--- config.mk ---
export PLATFORM = sky130hd
export DESIGN_NAME = j_mmult_seq
export DESIGN_NICKNAME = d
export VERILOG_FILES = /design/src/rtl/j_mmult_seq.sv
export SDC_FILE = /design/constraint.sdc
export NUM_CORES = 1
export LEC_CHECK = 0
export ABC_AREA = 1
export CORE_MARGIN = 3
export CORE_UTILIZATION = 45
export DETAILED_ROUTE_END_ITERATION = 8
export MAX_ROUTING_LAYER = met4
export PLACE_DENSITY = 0.77
export SKIP_LAST_GASP = 1
export SLEW_MARGIN = 15
export SYNTH_ARGS = -nofsm -noshare
export SYNTH_HDL_FRONTEND = slang
export SYNTH_SLANG_ARGS = --single-unit
--- constraint.sdc ---
create_clock -name sys_clk -period 2 [get_ports sys_clk]
set_clock_uncertainty 0.2 [all_clocks]
set_input_delay 0.4 -clock sys_clk [delete_from_list [all_inputs] [get_ports sys_clk]]
set_output_delay 0.4 -clock sys_clk [all_outputs]
set_load 0.01 [all_outputs]
--- src/rtl/j_mmult_seq.sv ---
// Sequencer for a matrix multiply-accumulate: fetches mwidth operands from memory
// (row or column stride) and strobes the external MAC once per element.
module j_mmult_seq #(
    parameter int AW = 24
) (
    input  logic          sys_clk,
    input  logic          reset,
    input  logic          start,
    input  logic [3:0]    mwidth,
    input  logic          mcol,
    input  logic [AW-1:0] maddr,
    input  logic          mem_ack,
    output logic          mem_req,
    output logic [AW-1:0] mem_addr,
    output logic [3:0]    reg_idx,
    output logic          acc_clr,
    output logic          mac_en,
    output logic          busy,
    output logic          done
);

    typedef enum logic [2:0] {IDLE, LOAD, REQ, MAC, FIN} state_t;

    state_t        state, state_nxt;
    logic [3:0]    cnt;
    logic [3:0]    mw_lat;
    logic          col_lat;
    logic [AW-1:0] stride;

    // Column stride is 2*width bytes; a latched width of 0 means 16 elements (32 bytes).
    always_comb begin
        stride = '0;
        if (col_lat)
            stride[5:0] = {(mw_lat == 4'd0), mw_lat, 1'b0};
        else
            stride[1] = 1'b1;
    end

    always_comb begin
        state_nxt = state;
        case (state)
            IDLE:    if (start) state_nxt = LOAD;
            LOAD:    state_nxt = REQ;
            REQ:     if (mem_ack) state_nxt = MAC;
            MAC:     state_nxt = (cnt == 4'd1) ? FIN : REQ;
            FIN:     state_nxt = IDLE;
            default: state_nxt = IDLE;
        endcase
    end

    always_ff @(posedge sys_clk) begin
        if (reset)
            state <= IDLE;
        else
            state <= state_nxt;
    end

    // Strobes are registered from the next state so they line up exactly with the state register.
    always_ff @(posedge sys_clk) begin
        if (reset) begin
            mem_req  <= 1'b0;
            acc_clr  <= 1'b0;
            mac_en   <= 1'b0;
            done     <= 1'b0;
            busy     <= 1'b0;
            reg_idx  <= '0;
            mem_addr <= '0;
            cnt      <= '0;
            mw_lat   <= '0;
            col_lat  <= 1'b0;
        end else begin
            mem_req <= (state_nxt == REQ);
            acc_clr <= (state_nxt == LOAD);
            mac_en  <= (state_nxt == MAC);
            done    <= (state_nxt == FIN);
            busy    <= (state_nxt != IDLE);
            if (state == IDLE && start) begin
                cnt      <= mwidth;
                mw_lat   <= mwidth;
                col_lat  <= mcol;
                mem_addr <= maddr;
                reg_idx  <= '0;
            end else if (state == MAC && cnt != 4'd1) begin
                cnt      <= cnt - 4'd1;
                reg_idx  <= reg_idx + 4'd1;
                mem_addr <= mem_addr + stride;
            end
        end
    end

endmodule

==> Flow_metrics.wiki <==
{| class="wikitable"
! Metric !! Value
|-
| Run status || finished, violations left
|-
| Failing checks || negative setup slack
|-
| Initial detailed-routing violation count || 209
|-
| CTS Root Buffer Type || sky130_fd_sc_hd__clkbuf_8
|-
| Proportion of synthesized chip area in sequential cells || 0.339
|-
| Clock latency of the later-clocked register in the worst-skew pair || 0.30 ns
|-
| Number of hold buffers added after cts || 0
|-
| Via count of the first global-routing pass || around 2800
|-
| Min setup slack post-route || -0.129 ns
|-
| Maximum buffer depth of the clock tree || 2
|-
| Pwr/cell area || between 600 and 700 nW/um^2
|-
| Arrival time at the worst endpoint || 2.13 ns
|-
| First-pass GRT wire length || roughly 13000 um
|-
| Critical path cell sequence || buf_4 -> nand2_1 -> fa_2 -> inv_2 -> nand4_1 -> nand2_2 -> nand2_2 -> o21ai_2 -> nand2_1 -> o21ai_1 -> inv_1
|-
| Post-DP HPWL || 5560 um
|-
| Chip Height || 82.9 um
|-
| Gate count of the mapped netlist || 405
|-
| Final Hold Fails || 0
|-
| Leakage || ~1.6 nW
|-
| Largest net degree at the start of global routing || 33
|-
| Diode count || 0
|-
| Crit path time final || ~2.1 ns
|-
| Number of buffers created by CTS || 5
|-
| TritonCTS clock tree || yes
|-
| H-tree lvl count || 2
|-
| Endpoint type of the worst setup path || flip-flop
|-
| # nets final || 529
|-
| CTS clock-pin slew for the worst setup and hold paths || 0.09 ns
|-
| Initial antenna violation count || 0
|-
| Ports placed on the boundary || 66
|-
| Total gr overflow || 0
|-
| Type of the most critical hold path || flip-flop to flip-flop
|-
| Slew at the pin closest to its max-slew limit || roughly 0.44 ns
|-
| First-pass DRT Iterations || 5
|-
| Setup Crit Path Kind || flip-flop to flip-flop
|-
| Category of cells accounting for the largest share of critical-path delay || simple AND/OR/NAND/NOR gates
|-
| Core area || ~5600 sq um
|-
| Cell Area, Synth || about 2700 sq um
|-
| Max Cap Viol || 0
|-
| Count of final max-slew check failures || 0
|-
| Post-synthesis to final-layout area growth || 42.3%
|-
| Layout cell share with drive strength beyond 1 || 0.205
|-
| GRT Overall Usage || 0.232
|-
| Remaining antenna violation count || 0
|-
| Worst slew slack as a fraction of its limit || 0.705
|-
| Placement Rows || 27
|-
| RePlAce Congestion || roughly 0.88
|-
| Port bufs || 65
|-
| Synth unique cells || 39
|-
| Final Instance Area || between 3000 and 4000 sq um
|-
| Slowest cell on the critical path || sky130_fd_sc_hd__fa_2
|-
| Highest cell delay on the worst timing path || about 0.40 ns
|-
| Number of nets in the synthesized netlist || between 400 and 500
|-
| Chip width || about 83 um
|-
| Worst Setup Start Kind || flip-flop
|-
| Via density || ~5.2
|-
| Initial Util || 0.475
|-
| Final Hold Slack || 0.274 ns
|-
| Area post-placement || 3510 sq um
|-
| Data required time of the worst path || 2.00 ns
|-
| Average routed wire per standard cell || between 10 and 15 um
|-
| Final-report setup violation count || 12
|-
| Total via count in the routed design || between 2000 and 3000
|-
| Remaining design rule violation count || 0
|-
| Worst IR drop on VDD || 0.379 mV
|-
| Post-route total power || around 2.4 mW
|-
| Final worst path period share || 1.06
|-
| Flops & latches, synth || between 40 and 50
|-
| Overall die area || about 6900 sq um
|-
| Total length of routed wires || ~8000 um
|-
| Setup repair after global routing missed its margin || true
|-
| Crit Path Max Fanout || 5
|-
| Avg Inst Size Synth || between 6 and 7 sq um
|-
| Buf+Inv Stages, Crit Path || 3
|-
| Max Clock Freq || ~470 MHz
|-
| Clock Sinks || 45
|-
| Total of warnings raised by yosys || 0
|}
-- registers in the layout, summed over array words and instances (netlist names), 3 cells and up --
register  flops
cnt           4
mw_lat        4
state         3
reg_idx       4
mem_addr     24
-- layer usage --
metal,track usage,routed length (um)
met1,0.287,3490
met4,0.0654,138
met2,0.393,3950
met3,0.0347,376
met5,-,0
-- report_power, final --
group,internal (mW),switching (mW),total [mW]
registers,0.970,0.0881,1.06
logic,0.303,0.292,0.594
clock network,0.374,0.343,0.717
total,1.65,0.723,2.37
-- what timing repair did --
action / 4_1_cts / 5_1_grt
pin swaps: 14 / 13
buffers inserted: 1 / 0
gates cloned: 1 / 0
endpoints found under the setup margin: 21 / 22
gates resized for setup: 25 / 18
-- through the flow --
step	setup TNS, ns	utilization	setup WS [ns]	cells
final	-0.922	0.675	-0.129	560
after global routing	-3.21	0.675	-0.256	560
after CTS	-0.184	0.664	-0.0391	560
after detailed placement	-1.46	0.625	-0.153	550
after global placement	-0.374	0.625	-0.0790	550
after floorplan	0	-	0.00359	405
-- placed cells by master, fill, tap and decap left out, drive strengths merged --
cell / Yosys / layout
clkinv: 3 / 4
a31oi: 11 / 11
nand2: 127 / 127
a22o: 1 / 1
dfxtp: 45 / 45
nand4: 8 / 8
xnor2: 3 / 3
a21oi: 24 / 24
inv: 57 / 57
nor3: 4 / 4
nor2: 31 / 31
nor4: 3 / 3
or3: 1 / 1
or2: 2 / 2
nand3: 35 / 35
o22ai: 1 / 1
bufinv: 0 / 1
clkbuf: 4 / 5
a211oi: 1 / 1
buf: 7 / 20
xor2: 2 / 2
o21a: 2 / 2
ha: 8 / 8
clkinvlp: 0 / 1
nand3b: 2 / 2
o21ai: 22 / 23
clkdlybuf4s50: 0 / 65
fa: 1 / 1
-- final cells by class --
cell class	instances	area [sq um]
Inverter	60	229
Clock inverter	3	46.3
Timing Repair Buffer	85	817
Sequential cell	45	912
Tap cell	72	90.1
Clock buffer	5	68.8
Multi-Input combinational cell	290	1620
Fill cell	501	1820
-- Yosys cell counts --
cell,number,share of area
sky130_fd_sc_hd__o22ai_1,1,0.0024
sky130_fd_sc_hd__clkinv_1,3,0.0042
sky130_fd_sc_hd__o21ai_1,7,0.013
sky130_fd_sc_hd__or2_1,1,0.0024
sky130_fd_sc_hd__dfxtp_1,45,0.34
sky130_fd_sc_hd__a211oi_2,1,0.0047
sky130_fd_sc_hd__nor2_4,1,0.0042
sky130_fd_sc_hd__nand2_2,3,0.0071
sky130_fd_sc_hd__nand2_4,1,0.0042
sky130_fd_sc_hd__inv_2,11,0.016
sky130_fd_sc_hd__a22o_1,1,0.0033
sky130_fd_sc_hd__o21ai_4,1,0.0061
sky130_fd_sc_hd__nand4_1,8,0.019
sky130_fd_sc_hd__xor2_1,2,0.0066
sky130_fd_sc_hd__buf_4,1,0.0028
sky130_fd_sc_hd__buf_8,1,0.0056
sky130_fd_sc_hd__buf_2,3,0.0056
sky130_fd_sc_hd__nor3_1,4,0.0075
sky130_fd_sc_hd__inv_4,1,0.0024
sky130_fd_sc_hd__fa_1,1,0.0075
sky130_fd_sc_hd__buf_6,2,0.0085
sky130_fd_sc_hd__nor2_2,3,0.0071
sky130_fd_sc_hd__nand2_1,123,0.17
sky130_fd_sc_hd__nor2_1,27,0.038
sky130_fd_sc_hd__or3_1,1,0.0024
sky130_fd_sc_hd__o21a_1,2,0.0056
sky130_fd_sc_hd__a21oi_2,4,0.013
sky130_fd_sc_hd__a31oi_1,11,0.026
sky130_fd_sc_hd__inv_1,45,0.063
sky130_fd_sc_hd__o21ai_0,14,0.026
sky130_fd_sc_hd__nand3b_1,2,0.0056
sky130_fd_sc_hd__a21oi_1,20,0.038
sky130_fd_sc_hd__xnor2_1,3,0.0099
sky130_fd_sc_hd__ha_1,8,0.038
sky130_fd_sc_hd__nor4_1,3,0.0071
sky130_fd_sc_hd__nand3_1,34,0.064
sky130_fd_sc_hd__nand3_2,1,0.0038
sky130_fd_sc_hd__clkbuf_1,4,0.0056
sky130_fd_sc_hd__or2_2,1,0.0024
-- logic make-up after synthesis --
family | Yosys count | share of synthesized area
simple gates | 213 | 0.348
flops | 45 | 0.339
compound gates | 62 | 0.138
buf+inv | 71 | 0.114
fa+ha+maj | 9 | 0.0451
xor+xnor | 5 | 0.0165
-- path summary, 6_finish.rpt --
check | from | endpoint | slack, ns | cells after the start
setup reg to reg | col_lat | mem_addr[23] | -0.13 | 11
setup / recovery | col_lat | mem_addr[23] | -0.13 | 11
hold reg to reg | reg_idx[3] | reg_idx[3] | 0.27 | 2
hold / removal | reg_idx[3] | reg_idx[3] | 0.27 | 2
-- tightest hold or removal path: stages (launching register included) --
cell and delay, ns:
sky130_fd_sc_hd__dfxtp_1 0.32, sky130_fd_sc_hd__inv_1 0.06, sky130_fd_sc_hd__a21oi_1 0.06
Power figures use the tool's default switching activity.
